### config.mk
export PLATFORM = sky130hd
export DESIGN_NAME = aha_tlx_lane_trainer_flat
export DESIGN_NICKNAME = d
export VERILOG_FILES = /design/src/rtl/aha_tlx_train_pkg.sv /design/src/rtl/aha_tlx_lane_trainer_if.sv /design/src/rtl/aha_tlx_train_lane_cmp.sv /design/src/rtl/aha_tlx_lane_trainer.sv /design/src/flat_wrapper.sv
export SDC_FILE = /design/constraint.sdc
export NUM_CORES = 1
export LEC_CHECK = 0
export ABC_AREA = 1
export BUFFER_PORTS_ARGS = -buffer_cell sky130_fd_sc_hd__clkbuf_2
export CAP_MARGIN = 25
export CORE_AREA = 2 2 164 166
export DETAILED_ROUTE_END_ITERATION = 7
export DIE_AREA = 0 0 166 168
export PLACE_DENSITY_LB_ADDON = 0.15
export SYNTH_ARGS = -nofsm -noshare
export SYNTH_HDL_FRONTEND = slang
export SYNTH_SLANG_ARGS = --single-unit
export TNS_END_PERCENT = 100
### constraint.sdc
create_clock -name CLK -period 4.85 [get_ports CLK]
set_input_delay 0.97 -clock CLK [delete_from_list [all_inputs] [get_ports CLK]]
set_output_delay 0.97 -clock CLK [all_outputs]
set_load 0.01 [all_outputs]
### src/rtl/aha_tlx_train_pkg.sv
// Shared types and default sizing for the TLX lane trainer.
package aha_tlx_train_pkg;

  localparam int unsigned NUM_LANES_DEF = 8;
  localparam int unsigned PATTERN_W_DEF = 32;
  localparam int unsigned MATCH_CNT_DEF = 64;

  typedef enum logic [2:0] {
    IDLE   = 3'd0,
    FILL   = 3'd1,
    ALIGN  = 3'd2,
    CHECK  = 3'd3,
    NEXT   = 3'd4,
    FINISH = 3'd5
  } state_e;

  // Lane index width, never narrower than one bit.
  function automatic int unsigned lane_w(input int unsigned n);
    return (n > 1) ? $clog2(n) : 1;
  endfunction

endpackage

### src/rtl/aha_tlx_lane_trainer_if.sv
// Control/status and per-lane training bus between TLX registers and the lane trainer.
interface aha_tlx_lane_trainer_if
  import aha_tlx_train_pkg::*;
#(
  parameter int unsigned NUM_LANES = NUM_LANES_DEF,
  parameter int unsigned PATTERN_W = PATTERN_W_DEF
);
  localparam int unsigned LANE_W = lane_w(NUM_LANES);

  logic                 START;
  logic                 ABORT;
  logic [PATTERN_W-1:0] PATTERN;
  logic [NUM_LANES-1:0] TX_DATA;
  logic [NUM_LANES-1:0] RX_DATA;
  logic [NUM_LANES-1:0] LANE_ENABLE;
  logic [NUM_LANES-1:0] LANE_PASS;
  logic [LANE_W-1:0]    CUR_LANE;
  logic                 BUSY;
  logic                 DONE;

  modport master (
    output START, ABORT, PATTERN, RX_DATA,
    input  TX_DATA, LANE_ENABLE, LANE_PASS, CUR_LANE, BUSY, DONE
  );

  modport slave (
    input  START, ABORT, PATTERN, RX_DATA,
    output TX_DATA, LANE_ENABLE, LANE_PASS, CUR_LANE, BUSY, DONE
  );

endinterface

### src/rtl/aha_tlx_train_lane_cmp.sv
// Pattern bit pointer, sent-bit history and delayed-bit comparator for the lane
// currently under training.
module aha_tlx_train_lane_cmp
  import aha_tlx_train_pkg::*;
#(
  parameter int unsigned PATTERN_W = PATTERN_W_DEF,
  localparam int unsigned PTR_W    = $clog2(PATTERN_W)
) (
  input  logic                 CLK,
  input  logic                 RESETn,
  input  logic                 i_clear,
  input  logic                 i_send,
  input  logic [PATTERN_W-1:0] i_pattern,
  input  logic [PTR_W-1:0]     i_delay,
  input  logic                 i_rx_bit,
  output logic                 o_tx_bit_c,
  output logic                 match
);

  localparam logic [PTR_W-1:0] PTR_LAST = PTR_W'(PATTERN_W - 1);

  logic [PTR_W-1:0]     r_ptr;
  logic [PATTERN_W-1:0] r_hist;
  logic                 r_sent;

  // r_sent mirrors the bit on the wire, so hist[0] always trails it by one cycle.
  always_ff @(posedge CLK or negedge RESETn) begin
    if (!RESETn) begin
      r_ptr  <= '0;
      r_hist <= '0;
      r_sent <= 1'b0;
    end else if (i_clear) begin
      r_ptr  <= PTR_LAST;
      r_hist <= '0;
      r_sent <= 1'b0;
    end else if (i_send) begin
      r_ptr  <= (r_ptr == '0) ? PTR_LAST : r_ptr - PTR_W'(1);
      r_hist <= {r_hist[PATTERN_W-2:0], r_sent};
      r_sent <= i_pattern[r_ptr];
    end
  end

  assign o_tx_bit_c = i_pattern[r_ptr];
  assign match      = (i_rx_bit == r_hist[i_delay]);

endmodule

### src/rtl/aha_tlx_lane_trainer.sv
// TLX lane trainer: walks the lanes in order, finds each lane's loopback delay,
// then demands a run of clean bits before enabling the lane.
module aha_tlx_lane_trainer
  import aha_tlx_train_pkg::*;
#(
  parameter int unsigned NUM_LANES = NUM_LANES_DEF,
  parameter int unsigned PATTERN_W = PATTERN_W_DEF,
  parameter int unsigned MATCH_CNT = MATCH_CNT_DEF
) (
  input logic                   CLK,
  input logic                   RESETn,
  aha_tlx_lane_trainer_if.slave bus
);

  localparam int unsigned LANE_W = lane_w(NUM_LANES);
  localparam int unsigned PTR_W  = $clog2(PATTERN_W);
  localparam int unsigned RUN_W  = $clog2(MATCH_CNT + 1);

  localparam logic [PTR_W-1:0]  PTR_LAST  = PTR_W'(PATTERN_W - 1);
  localparam logic [RUN_W-1:0]  RUN_LAST  = RUN_W'(MATCH_CNT - 1);
  localparam logic [RUN_W-1:0]  RUN_FULL  = RUN_W'(MATCH_CNT);
  localparam logic [LANE_W-1:0] LANE_LAST = LANE_W'(NUM_LANES - 1);

  state_e               r_state, w_state_nxt;
  logic [PATTERN_W-1:0] r_pat, w_pat_nxt;
  logic [LANE_W-1:0]    r_cur, w_cur_nxt;
  logic [PTR_W-1:0]     r_d, w_d_nxt;
  logic [PTR_W-1:0]     r_win, w_win_nxt;
  logic [RUN_W-1:0]     r_run, w_run_nxt;
  logic                 r_err, w_err_nxt;
  logic [NUM_LANES-1:0] r_pass, w_pass_nxt;
  logic [NUM_LANES-1:0] r_tx, w_tx_nxt;
  logic                 r_busy, r_done;

  logic w_clear, w_send, w_tx_bit, w_match, w_rx_bit;

  assign w_rx_bit = bus.RX_DATA[r_cur];

  aha_tlx_train_lane_cmp #(.PATTERN_W(PATTERN_W)) u_cmp (
    .CLK        (CLK),
    .RESETn     (RESETn),
    .i_clear    (w_clear),
    .i_send     (w_send),
    .i_pattern  (r_pat),
    .i_delay    (r_d),
    .i_rx_bit   (w_rx_bit),
    .o_tx_bit_c (w_tx_bit),
    .match      (w_match)
  );

  always_ff @(posedge CLK or negedge RESETn) begin
    if (!RESETn) begin
      r_state <= IDLE;
      r_pat   <= '0;
      r_cur   <= '0;
      r_d     <= '0;
      r_win   <= '0;
      r_run   <= '0;
      r_err   <= 1'b0;
      r_pass  <= '0;
      r_tx    <= '0;
      r_busy  <= 1'b0;
      r_done  <= 1'b0;
    end else begin
      r_state <= w_state_nxt;
      r_pat   <= w_pat_nxt;
      r_cur   <= w_cur_nxt;
      r_d     <= w_d_nxt;
      r_win   <= w_win_nxt;
      r_run   <= w_run_nxt;
      r_err   <= w_err_nxt;
      r_pass  <= w_pass_nxt;
      r_tx    <= w_tx_nxt;
      r_busy  <= (w_state_nxt != IDLE);
      r_done  <= (w_state_nxt == FINISH);
    end
  end

  always_comb begin
    w_state_nxt = r_state;
    w_pat_nxt   = r_pat;
    w_cur_nxt   = r_cur;
    w_d_nxt     = r_d;
    w_win_nxt   = r_win;
    w_run_nxt   = r_run;
    w_err_nxt   = r_err;
    w_pass_nxt  = r_pass;
    w_clear     = 1'b0;

    unique case (r_state)
      IDLE: begin
        if (bus.START) begin
          w_pat_nxt   = bus.PATTERN;
          w_pass_nxt  = '0;
          w_cur_nxt   = '0;
          w_win_nxt   = '0;
          w_clear     = 1'b1;
          w_state_nxt = FILL;
        end
      end
      FILL: begin
        if (r_win == PTR_LAST) begin
          w_win_nxt   = '0;
          w_d_nxt     = '0;
          w_err_nxt   = 1'b0;
          w_state_nxt = ALIGN;
        end else begin
          w_win_nxt = r_win + PTR_W'(1);
        end
      end
      // One full pattern window per candidate delay; any miss moves to d+1.
      ALIGN: begin
        if (r_win != PTR_LAST) begin
          w_win_nxt = r_win + PTR_W'(1);
          w_err_nxt = r_err | ~w_match;
        end else if (!r_err && w_match) begin
          w_run_nxt   = '0;
          w_state_nxt = CHECK;
        end else if (r_d != PTR_LAST) begin
          w_d_nxt   = r_d + PTR_W'(1);
          w_win_nxt = '0;
          w_err_nxt = 1'b0;
        end else begin
          w_state_nxt = NEXT;
        end
      end
      CHECK: begin
        if (!w_match) begin
          w_state_nxt = NEXT;
        end else if (r_run == RUN_LAST) begin
          w_run_nxt         = RUN_FULL;
          w_pass_nxt[r_cur] = 1'b1;
          w_state_nxt       = NEXT;
        end else begin
          w_run_nxt = r_run + RUN_W'(1);
        end
      end
      NEXT: begin
        if (r_cur == LANE_LAST) begin
          w_state_nxt = FINISH;
        end else begin
          w_cur_nxt   = r_cur + LANE_W'(1);
          w_win_nxt   = '0;
          w_clear     = 1'b1;
          w_state_nxt = FILL;
        end
      end
      FINISH:  w_state_nxt = IDLE;
      default: w_state_nxt = IDLE;
    endcase

    // Abort wins over everything, including a START in the same cycle.
    if (bus.ABORT) begin
      w_state_nxt = IDLE;
      w_pat_nxt   = r_pat;
      w_cur_nxt   = r_cur;
      w_pass_nxt  = r_pass;
      w_clear     = 1'b0;
    end
  end

  // Only drive the wire while staying inside the training states, so NEXT/IDLE see zeros.
  always_comb begin
    w_send = ((r_state == FILL) || (r_state == ALIGN) || (r_state == CHECK)) &&
             ((w_state_nxt == FILL) || (w_state_nxt == ALIGN) || (w_state_nxt == CHECK));
    w_tx_nxt = '0;
    if (w_send) w_tx_nxt[r_cur] = w_tx_bit;
  end

  assign bus.TX_DATA     = r_tx;
  assign bus.LANE_PASS   = r_pass;
  assign bus.LANE_ENABLE = r_pass;
  assign bus.CUR_LANE    = r_cur;
  assign bus.BUSY        = r_busy;
  assign bus.DONE        = r_done;

endmodule
### src/flat_wrapper.sv
// flat-port wrapper written by rule: the top's interface ports become plain ports
module aha_tlx_lane_trainer_flat import aha_tlx_train_pkg::*;
#(
  parameter int unsigned NUM_LANES = NUM_LANES_DEF,
  parameter int unsigned PATTERN_W = PATTERN_W_DEF,
  parameter int unsigned MATCH_CNT = MATCH_CNT_DEF
)
  (CLK, RESETn, bus_START, bus_ABORT, bus_PATTERN, bus_RX_DATA, bus_TX_DATA, bus_LANE_ENABLE, bus_LANE_PASS, bus_CUR_LANE, bus_BUSY, bus_DONE);
  aha_tlx_lane_trainer_if #(.NUM_LANES(NUM_LANES), .PATTERN_W(PATTERN_W)) bus_i ();
  input logic CLK;
  input logic RESETn;
  input wire logic [$bits(bus_i.START)-1:0] bus_START;
  input wire logic [$bits(bus_i.ABORT)-1:0] bus_ABORT;
  input wire logic [$bits(bus_i.PATTERN)-1:0] bus_PATTERN;
  input wire logic [$bits(bus_i.RX_DATA)-1:0] bus_RX_DATA;
  output wire logic [$bits(bus_i.TX_DATA)-1:0] bus_TX_DATA;
  output wire logic [$bits(bus_i.LANE_ENABLE)-1:0] bus_LANE_ENABLE;
  output wire logic [$bits(bus_i.LANE_PASS)-1:0] bus_LANE_PASS;
  output wire logic [$bits(bus_i.CUR_LANE)-1:0] bus_CUR_LANE;
  output wire logic [$bits(bus_i.BUSY)-1:0] bus_BUSY;
  output wire logic [$bits(bus_i.DONE)-1:0] bus_DONE;
  assign bus_i.START = bus_START;
  assign bus_i.ABORT = bus_ABORT;
  assign bus_i.PATTERN = bus_PATTERN;
  assign bus_i.RX_DATA = bus_RX_DATA;
  assign bus_TX_DATA = bus_i.TX_DATA;
  assign bus_LANE_ENABLE = bus_i.LANE_ENABLE;
  assign bus_LANE_PASS = bus_i.LANE_PASS;
  assign bus_CUR_LANE = bus_i.CUR_LANE;
  assign bus_BUSY = bus_i.BUSY;
  assign bus_DONE = bus_i.DONE;
  aha_tlx_lane_trainer #(.NUM_LANES(NUM_LANES), .PATTERN_W(PATTERN_W), .MATCH_CNT(MATCH_CNT)) u_core (.CLK(CLK), .RESETn(RESETn), .bus(bus_i));
endmodule
# [Word-level counts from Yosys, hierarchy flattened]
# Index checks and enable logic that the tools add are counted.
[op_classes] magnitude_cmp=4 eq_ne=25 add_sub_neg=5 muxes=59 n_bitwise=5 reduce_logical=24
[ops] operator="two-way mux 5 bit" n=13
[ops] operator="two-way mux 32 bit" n=2
[ops] operator="two-way mux 3 bit" n=11
[ops] operator="two-way mux 8 bit" n=4
[ops] operator="two-way mux 7 bit" n=4
[ops] operator="one-hot mux 5 bit (4 select lines)" n=1
[ops] operator="one-hot mux 8 bit (2 select lines)" n=1
[ops] operator="one-hot mux 3 bit (5 select lines)" n=1
[ops] operator="AND reduction 5 bit" n=3
[ops] operator="one-hot mux 7 bit (2 select lines)" n=1
[ops] operator="two-way mux 1 bit" n=13
[ops] operator="equality test 3 x 2 -> 1 bit, second input constant" n=4
[ops] operator="less-than comparator 5 x 6 -> 1 bit, second input constant" n=2
[ops] operator="AND reduction 4 bit" n=3
[ops] operator="adder 5 x 1 -> 5 bit, second input constant" n=2
[ops] operator="binary-select mux 1 bit (select 5 bit)" n=2
[ops] operator="!= test 2 x 1 -> 1 bit, second input constant" n=5
[ops] operator="!= test 5 bit, second input constant" n=2
[ops] operator="one-hot mux 5 bit (2 select lines)" n=1
[ops] operator="nonzero test 2 bit" n=5
[ops] operator="equality test 3 bit, second input constant" n=3
[ops] operator="AND 8 bit" n=1
[ops] operator="!= test 2 bit, second input constant" n=4
[ops] operator="OR 8 bit" n=1
[ops] operator="25 further kinds" n=33
[totals] ff_bits=112

# [Logic depth before layout (Yosys ltp)]
# Gate-level depths: netlist (run 1).
[logic_depth] word_depth=14 ltp_mapped=22 ltp_nobuf=20

# [By module]
# Synthesis (run 1) repeated with hierarchy kept, for this count alone.
[hier_totals] cells_unflattened=659 area_unflattened_um2=5694.2
[modules_own_cells] mod="aha_tlx_lane_trainer" n_inst=1 cells_each=362 seq_area_each_um2=1851.8 area_each_um2=3525.9
[modules_own_cells] mod="aha_tlx_train_lane_cmp" n_inst=1 cells_each=297 seq_area_each_um2=950.9 area_each_um2=2168.3

# [Least setup slack after synthesis (run 1)]
# No wires, ideal clock.
[synth_path] kind="input -> register" startpoint="in bus_RX_DATA[5]" endpoint="reg u_core.u_cmp.r_hist[19]" slack_ns=2.293 n_path_buf=2 t_required_ns=4.733 setup_ns=0.117 stages=18 arrival_time_ns=2.441 path_cell_list="nand2_1 a21oi_1 o21ai_1 nand2_2 inv_2 nand3_2 nand2_2 nand3_1 nand2_1 nand2_1 nand2_1 nand2_4 nand2_2 nand2_2 buf_6 buf_6 nand2_1 nand2_1"
[synth_via] elab_chain_len=13 elab_cells_between_ends=16
[synth_lines] element="start: declaration" line_no="flat_wrapper.sv:15" source="input wire logic [$bits(bus_i.RX_DATA)-1:0] bus_RX_DATA;"
[synth_lines] element="binary-select mux 1 bit (select 3 bit) *" line_no="aha_tlx_lane_trainer.sv:37" source="assign w_rx_bit = bus.RX_DATA[r_cur];"
[synth_lines] element="two-way mux 1 bit (not written as such) *" line_no="aha_tlx_lane_trainer.sv:37"
[synth_lines] element="equality test 1 bit *" line_no="aha_tlx_train_lane_cmp.sv:44" source="assign match = (i_rx_bit == r_hist[i_delay]);"
[synth_lines] element="logical AND 1 bit" line_no="aha_tlx_lane_trainer.sv:116" source="end else if (!r_err && w_match) begin"
[synth_lines] element="two-way mux 3 bit" line_no="aha_tlx_lane_trainer.sv:116"
[synth_lines] element="two-way mux 3 bit" line_no="aha_tlx_lane_trainer.sv:113" source="if (r_win != PTR_LAST) begin"
[synth_lines] element="one-hot mux 3 bit (5 select lines) *" line_no="aha_tlx_lane_trainer.sv:90" source="unique case (r_state)"
[synth_lines] element="two-way mux 3 bit *" line_no="aha_tlx_lane_trainer.sv:153" source="if (bus.ABORT) begin"
[synth_lines] element="equality test 3 x 1 -> 1 bit / equality test 3 x 2 -> 1 bit (equally long branches)" line_no="aha_tlx_lane_trainer.sv:165" source="((w_state_nxt == FILL) || (w_state_nxt == ALIGN) || (w_state_nxt == CHECK));"
[synth_lines] element="logical OR 1 bit" line_no="aha_tlx_lane_trainer.sv:165"
[synth_lines] element="logical OR 1 bit *" line_no="aha_tlx_lane_trainer.sv:165"
[synth_lines] element="logical AND 1 bit *" line_no="aha_tlx_lane_trainer.sv:164" source="w_send = ((r_state == FILL) || (r_state == ALIGN) || (r_state == CHECK)) &&"
[synth_lines] element="nonzero test 2 bit (no line) *"
[synth_lines] element="end signal: assignment" line_no="aha_tlx_train_lane_cmp.sv:38" source="r_hist <= {r_hist[PATTERN_W-2:0], r_sent};"
[synth_lines] element="end: declaration" line_no="aha_tlx_train_lane_cmp.sv:23" source="logic [PATTERN_W-1:0] r_hist;"
# Every way passes the cells marked *; elsewhere a longest branch is shown, timed or not. The select of a mux whose other input is x is not followed.
# A chain may end at the register's enable or synchronous reset.

# [Worst setup path after layout (run 1)]
[layout_path] startpoint="reg u_core.r_d[0]" endpoint="reg u_core.u_cmp.r_hist[15]"
[layout_via] elab_chain_len=13 elab_cells_between_ends=18
[layout_lines] element="start: declaration" line_no="aha_tlx_lane_trainer.sv:27" source="logic [PTR_W-1:0] r_d, w_d_nxt;"
[layout_lines] element="start signal: assignment" line_no="aha_tlx_lane_trainer.sv:68" source="r_d <= w_d_nxt;"
[layout_lines] element="binary-select mux 1 bit (select 5 bit)" line_no="aha_tlx_train_lane_cmp.sv:44"
[layout_lines] element="two-way mux 1 bit (not written as such)" line_no="aha_tlx_train_lane_cmp.sv:44"
[layout_lines] element="equality test 1 bit" line_no="aha_tlx_train_lane_cmp.sv:44"
[layout_lines] element="logical AND 1 bit" line_no="aha_tlx_lane_trainer.sv:116"
[layout_lines] element="two-way mux 3 bit" line_no="aha_tlx_lane_trainer.sv:116"
[layout_lines] element="two-way mux 3 bit" line_no="aha_tlx_lane_trainer.sv:113"
[layout_lines] element="one-hot mux 3 bit (5 select lines) *" line_no="aha_tlx_lane_trainer.sv:90"
[layout_lines] element="two-way mux 3 bit *" line_no="aha_tlx_lane_trainer.sv:153"
[layout_lines] element="equality test 3 x 1 -> 1 bit / equality test 3 x 2 -> 1 bit (equally long branches)" line_no="aha_tlx_lane_trainer.sv:165"
[layout_lines] element="logical OR 1 bit" line_no="aha_tlx_lane_trainer.sv:165"
[layout_lines] element="logical OR 1 bit *" line_no="aha_tlx_lane_trainer.sv:165"
[layout_lines] element="logical AND 1 bit *" line_no="aha_tlx_lane_trainer.sv:164"
[layout_lines] element="nonzero test 2 bit (no line) *"
# Marked as above.

==> results.yml, run 1 <==
outcome:
  status: "finished clean"
final_layout:
  most-common-layout-cells: "nand2_1, dfrtp_1, inv_1"
  layout-drive-gt1-share_pct: 14.0
  syn2layout_area_growth_pct: 16.4
  utilization_pct: 26.1
  final_common_cell: "nand2_1"
  nets: 905
  antennaDiodeCount: 0
clock_network:
  cts_root_buf: "clkbuf_16"
  htree_levels: 3
  cts_resized: 0
  cts.hold.buffers_added: 0
  max-clock-path-buffers: 2
  numCtsBuffers: 9
  path_clk_slew_ns: 0.08
  post_cts_buffers: 0
  cts_tree: "done"
  clock_sinks: 112
  insertion_delay_ns: 0.35
worst_setup_path:
  endpoint: "u_core.u_cmp.r_hist[15]$_DFFE_PN0P_"
  worst_ep_required_time_ns: 5.14
  cp_max_fo: 39
  crit_start: "u_core.r_d[0]$_DFFE_PN0P_"
  cp-start-kind: "register"
  timing.rr.end: "u_core.u_cmp.r_hist[15]$_DFFE_PN0P_"
  ff2ff_path_depth: 17
  endpoint_kind: "register"
  r2r-start: "u_core.r_d[0]$_DFFE_PN0P_"
  crit_arrival_ns: 3.44
  r2r_slack_ns: 1.70
  criticalPathCategory: "reg2reg"
global_routing:
  grt_use_total_pct: 11.3
  grt_start_max_net_pins: 63
  grt_pass1_vias: 5011
  antenna_found_initial: 0
  grt_pass1_wl_um: 26000
  overflow: 0
synthesis:
  ys_dominant_reg_cell: "dfrtp_1"
  synth-edff-count: 0
  synthArstFlopShare_pct: 100
  synth.distinct_cells: 38
  yosys_warnings: 0
  synth_area_per_cell_um2: 7.41
  syn_area_um2: 5910
  syn-instance-count: 798
  seq_area_frac_synth_pct: 47.4
  synth_nets: 850
  synth_seq_cells: 112
die:
  rows: 60
  dieHeight_um: 168
  io_pins: 73
  floorplan.initialDensity_pct: 22.4
  core_um2: 26400
  die_w_um: 166
  dieArea_um2: 27900
sta:
  slew_headroom_pct: 33.1
  min_period_ns: 3.15
  setup-violations-final: 0
  finalCritPeriodShare_pct: 65.0
  hold_violations: 0
  slew_violations: 0
  hold_slack_ns: 0.470
  max_freq_mhz: 317
  rsz0062_at_grt: "no"
  fin_setup_tns_ns: 0
  fin_ws_ns: 1.70
  worst_pin_slew_ns: 1.00
  skew_ns: 0.00896
drt:
  vias: 4954
  dr.pass1.iters: 4
  vias_per_cell: 4.13
  drt-initial-drc-count: 197
  wl_per_cell_um: 12.7
  route.detailed.drc: 0
  ant_nets: 0
  wirelength_um: 15200
power:
  ir_drop_mv: 0.192
  leakage_nw: 3.51
  p_per_area_nw_per_um2: 372
  power_mw: 2.56
hold_path:
  hold_path_class: "reg2reg"
  hold_depth: 2
placed_design:
  pre_cts_ws_ns: 1.59
  gp_congestion: 0.744
  dp_hpwl_um: 10800
  port_buffers: 72
job:
  cap_violations: 0
==> final cells by class <==
| class | instances | area, µm² |
|---|---|---|
| multi-input combinational | 563 | 2580 |
| inverter | 89 | 334 |
| fill | 3002 | 19500 |
| tap | 341 | 427 |
| sequential | 112 | 2800 |
| clock buffer | 10 | 239 |
| timing repair buffer | 78 | 420 |
| clock inverter | 6 | 73.8 |
==> kinds of logic (layout without fill, tap and decap cells) <==
logic type / count (synthesis) / count (layout) / synth area share [%]
xor gates and xnor gates: 6 / 6 / 0.889
AOI/OAI and AO/OA: 88 / 88 / 8.77
buffers and inverters: 123 / 183 / 8.91
and+or+nand+nor: 461 / 461 / 32.3
adders and majority gates: 8 / 8 / 1.69
DFF: 112 / 112 / 47.4
==> worst max-delay path: stages (launching register included) <==
cell and delay, ns:
dfrtp_1 0.55, buf_4 0.26, ha_1 0.19, inv_1 0.05
nor3_1 0.15, ha_1 0.20, nand2_1 0.05, nor2_1 0.23
nor2_1 0.10, inv_1 0.06, nand2_1 0.05, nand2_1 0.06
nand2_1 0.08, nand2_4 0.14, nand2_2 0.10, nand2_2 0.59
nand2_1 0.14, nand2_1 0.10
==> state kept, by name, indices dropped and copies added, names as in the netlist <==
register                count
u_core.r_state              3
u_core.bus.LANE_ENABLE      8
u_core.bus.BUSY             1
u_core.u_cmp.r_hist        32
u_core.u_cmp.r_sent         1
u_core.bus.DONE             1
u_core.bus.CUR_LANE         3
u_core.u_cmp.r_ptr          5
u_core.bus.TX_DATA          8
u_core.r_err                1
u_core.r_d                  5
u_core.r_win                5
u_core.r_run                7
u_core.r_pat               32
==> synthesized netlist by cell type (all sizes together), types with 3 or more instances <==
cell type    n  area (µm²)
o221ai       4        35.0
nand4        3        25.0
inv         86         323
o21ai       43         226
o31ai        4        30.0
nor3        14        96.4
o211ai       5        37.5
clkbuf      14        52.6
o22ai        4        25.0
ha           8         100
buf         20         140
clkinv       3        11.3
nand3       45         245
a21oi       23         126
dfrtp      112        2800
nor2        81         312
nand2      316        1220
xor2         4        35.0
==> power by group <==
| part | total, mW | leakage (nW) | internal (mW) | switching (mW) |
|---|---|---|---|---|
| clock | 0.803 | 0.153 | 0.424 | 0.379 |
| sequential | 1.18 | 1.46 | 1.07 | 0.117 |
| combinational | 0.571 | 1.90 | 0.212 | 0.359 |
| total | 2.56 | 3.51 | 1.70 | 0.855 |
==> stage by stage <==
| stage | area, µm² | cells |
|---|---|---|
| detailed placement | 6570 | 1183 |
| floorplan | 5910 | 798 |
| finish | 6880 | 1199 |
| CTS | 6880 | 1199 |
| global route | 6880 | 1199 |
| global placement | 6570 | 1183 |
==> metal layers <==
| metal | global-route usage [%] | up-vias | share of wire, % |
|---|---|---|---|
| met5 | 0 | - | 0 |
| met4 | 2.57 | 0 | 0.93 |
| met3 | 2.07 | 11 | 2.4 |
| met2 | 18.9 | 52 | 47 |
| met1 | 15.3 | 2295 | 50 |
| li1 | - | 2596 | - |
==> worst min path at each step <==
| stage | from | end | slack, ns |
|---|---|---|---|
| after floorplan | u_core.r_pat[10]$_DFFE_PN0P_ | u_core.r_pat[10]$_DFFE_PN0P_ | 0.44 |
| after global placement | u_core.r_pat[17]$_DFFE_PN0P_ | u_core.r_pat[17]$_DFFE_PN0P_ | 0.45 |
| after detailed placement | u_core.r_pat[17]$_DFFE_PN0P_ | u_core.r_pat[17]$_DFFE_PN0P_ | 0.46 |
| after CTS | u_core.r_pat[17]$_DFFE_PN0P_ | u_core.r_pat[17]$_DFFE_PN0P_ | 0.48 |
| after global routing | u_core.r_pat[18]$_DFFE_PN0P_ | u_core.r_pat[18]$_DFFE_PN0P_ | 0.50 |
| final | u_core.r_pat[18]$_DFFE_PN0P_ | u_core.r_pat[18]$_DFFE_PN0P_ | 0.47 |
Note: power is estimated with default switching activity, not from simulation.
==> run 2: changes to the inputs <==
- clock period: 4.85 -> 2.6 ns (I/O delays scaled with it)
==> results.yml, run 2 (synthesis results as in run 1) <==
global_routing:
  grt_pass1_vias: 5332
  grt_start_max_net_pins: 38
  grt_use_total_pct: 11.9
  overflow: 0
  grt_pass1_wl_um: 27200
  antenna_found_initial: 0
worst_setup_path:
  crit_family: "simple AND/OR/NAND/NOR gates"
  endpoint_kind: "register"
  cp_cell_sequence: "clkinv_4, buf_6, nand2_1, nand3_1, nand3_1, nand2_1, nand3_2, nand2_2, nand2_1, nand3_2, nand2_1, inv_2, a21oi_4, nor2_4, nand2_4, buf_4, nor2_1"
  ff2ff_path_depth: 17
  cp_max_fo: 8
  path_common_cell: "nand2_1"
  criticalPathCategory: "reg2reg"
  cpPeakStageDelay_ns: 0.48
  cp.buffers_inverters: 4
  critical-path-slowest-cell: "dfrtp_2"
  cp-start-kind: "register"
  cp.depth: 17
  worst_ep_required_time_ns: 2.85
  crit_arrival_ns: 2.64
die:
  dieArea_um2: 27900
  dieHeight_um: 168
  core_um2: 26400
  die_w_um: 166
  io_pins: 73
  floorplan.initialDensity_pct: 22.4
  rows: 60
drt:
  route.detailed.drc: 0
  vias: 5131
  ant_nets: 0
  routed.top_layer: "met4"
  vias_per_cell: 4.16
  met1Wirelength_um: 7960
  dr.pass1.iters: 4
  wirelength_um: 16100
  met3WireLength_um: 435
  wl_per_cell_um: 13.0
  drt-initial-drc-count: 266
  met2WireLength_um: 7470
placed_design:
  pre_cts_ws_ns: 0.198
  postPlaceCellArea_um2: 6830
  port_buffers: 72
  dp_hpwl_um: 11400
  gp_congestion: 0.776
outcome:
  status: "finished clean"
sta:
  worst_pin_slew_ns: 0.468
  max_freq_mhz: 419
  slew_headroom_pct: 68.6
  skew_ns: 0.0127
  fin_ws_ns: 0.211
  rsz0062_at_grt: "no"
  setup-violations-final: 0
  finalCritPeriodShare_pct: 91.9
  hold_violations: 0
  min_period_ns: 2.39
  fin_setup_tns_ns: 0
  slew_violations: 0
clock_network:
  cts_root_buf: "clkbuf_16"
  clock_sinks: 112
  numCtsBuffers: 9
  htree_levels: 3
  insertion_delay_ns: 0.37
  cts_tree: "done"
  path_clk_slew_ns: 0.09
  max-clock-path-buffers: 2
final_layout:
  syn2layout_area_growth_pct: 22.7
  most-common-layout-cells: "nand2_1, dfrtp_1, inv_1"
  design_area_um2: 7250
  utilization_pct: 27.5
  nets: 938
  final_common_cell: "nand2_1"
  reg_top3: "u_core.r_pat (32), u_core.u_cmp.r_hist (32)"
  antennaDiodeCount: 0
  layout-drive-gt1-share_pct: 18.2
power:
  leakage_nw: 3.71
  power_mw: 4.82
  p_per_area_nw_per_um2: 664
  ir_drop_mv: 0.320
hold_path:
  hold_path_class: "in2async"
job:
  cap_violations: 0
run 2: changes by cell type in the layout (fill, tap and decap cells not counted), sizes merged:
cell    before  now
bufinv       1    0
clkbuf      81   82
buf          7   38
inv         89   87
clkinv       4    8
run 2: final cells by class:
class,count,area [µm²]
sequential,112,2810
multi-input combinational,563,2610
clock buffer,9,225
fill,2961,19100
timing repair buffer,111,776
inverter,89,339
clock inverter,7,75.1
tap,341,427
run 2: power breakdown:
part	total, mW	switching (mW)	internal (mW)
sequential	2.18	0.184	1.99
combinational	1.21	0.742	0.470
clock	1.43	0.751	0.680
run 2: worst reg2reg max path, stage by stage (launching register included):
cell,delay [ns]
dfrtp_2,0.48
clkinv_4,0.13
buf_6,0.16
nand2_1,0.07
nand3_1,0.06
nand3_1,0.11
nand2_1,0.07
nand3_2,0.10
nand2_2,0.06
nand2_1,0.10
nand3_2,0.11
nand2_1,0.09
inv_2,0.05
a21oi_4,0.24
nor2_4,0.09
nand2_4,0.13
buf_4,0.19
nor2_1,0.06
run 2: worst paths after layout:
check	start	end	slack [ns]
setup reg to reg	u_core.r_d[0]$_DFFE_PN0P_	u_core.bus.TX_DATA[1]$_DFF_PN0_	0.21
setup / recovery	u_core.r_d[0]$_DFFE_PN0P_	u_core.bus.TX_DATA[1]$_DFF_PN0_	0.21
hold reg to reg	u_core.r_pat[2]$_DFFE_PN0P_	u_core.r_pat[2]$_DFFE_PN0P_	0.47
max in group asynchronous	RESETn	u_core.bus.TX_DATA[1]$_DFF_PN0_	1.79
hold / removal	RESETn	u_core.r_pat[16]$_DFFE_PN0P_	0.09
min in group CLK	bus_PATTERN[17]	u_core.r_pat[17]$_DFFE_PN0P_	0.35
run 2: repair_timing:
| action | in CTS | in global routing |
|---|---|---|
| hold endpoints to repair | 0 | 0 |
| hold buffers | 0 | 0 |
| endpoints found under the setup margin | 0 | 33 |
| gates resized for setup | 0 | 23 |
| buffers inserted | 0 | 2 |
run 2: metal layers:
metal,GRT usage [%],up-vias
met5,0,-
met4,2.99,0
met3,2.28,14
met2,19.5,64
met1,16.2,2387
li1,-,2666
run 2: stage by stage:
step	cells	hold slack [ns]
6_report	1232	0.0933
3_3_place_gp	1211	0.453
4_1_cts	1227	0.102
2_1_floorplan	798	0.224
3_5_place_dp	1211	0.454
5_1_grt	1232	0.114
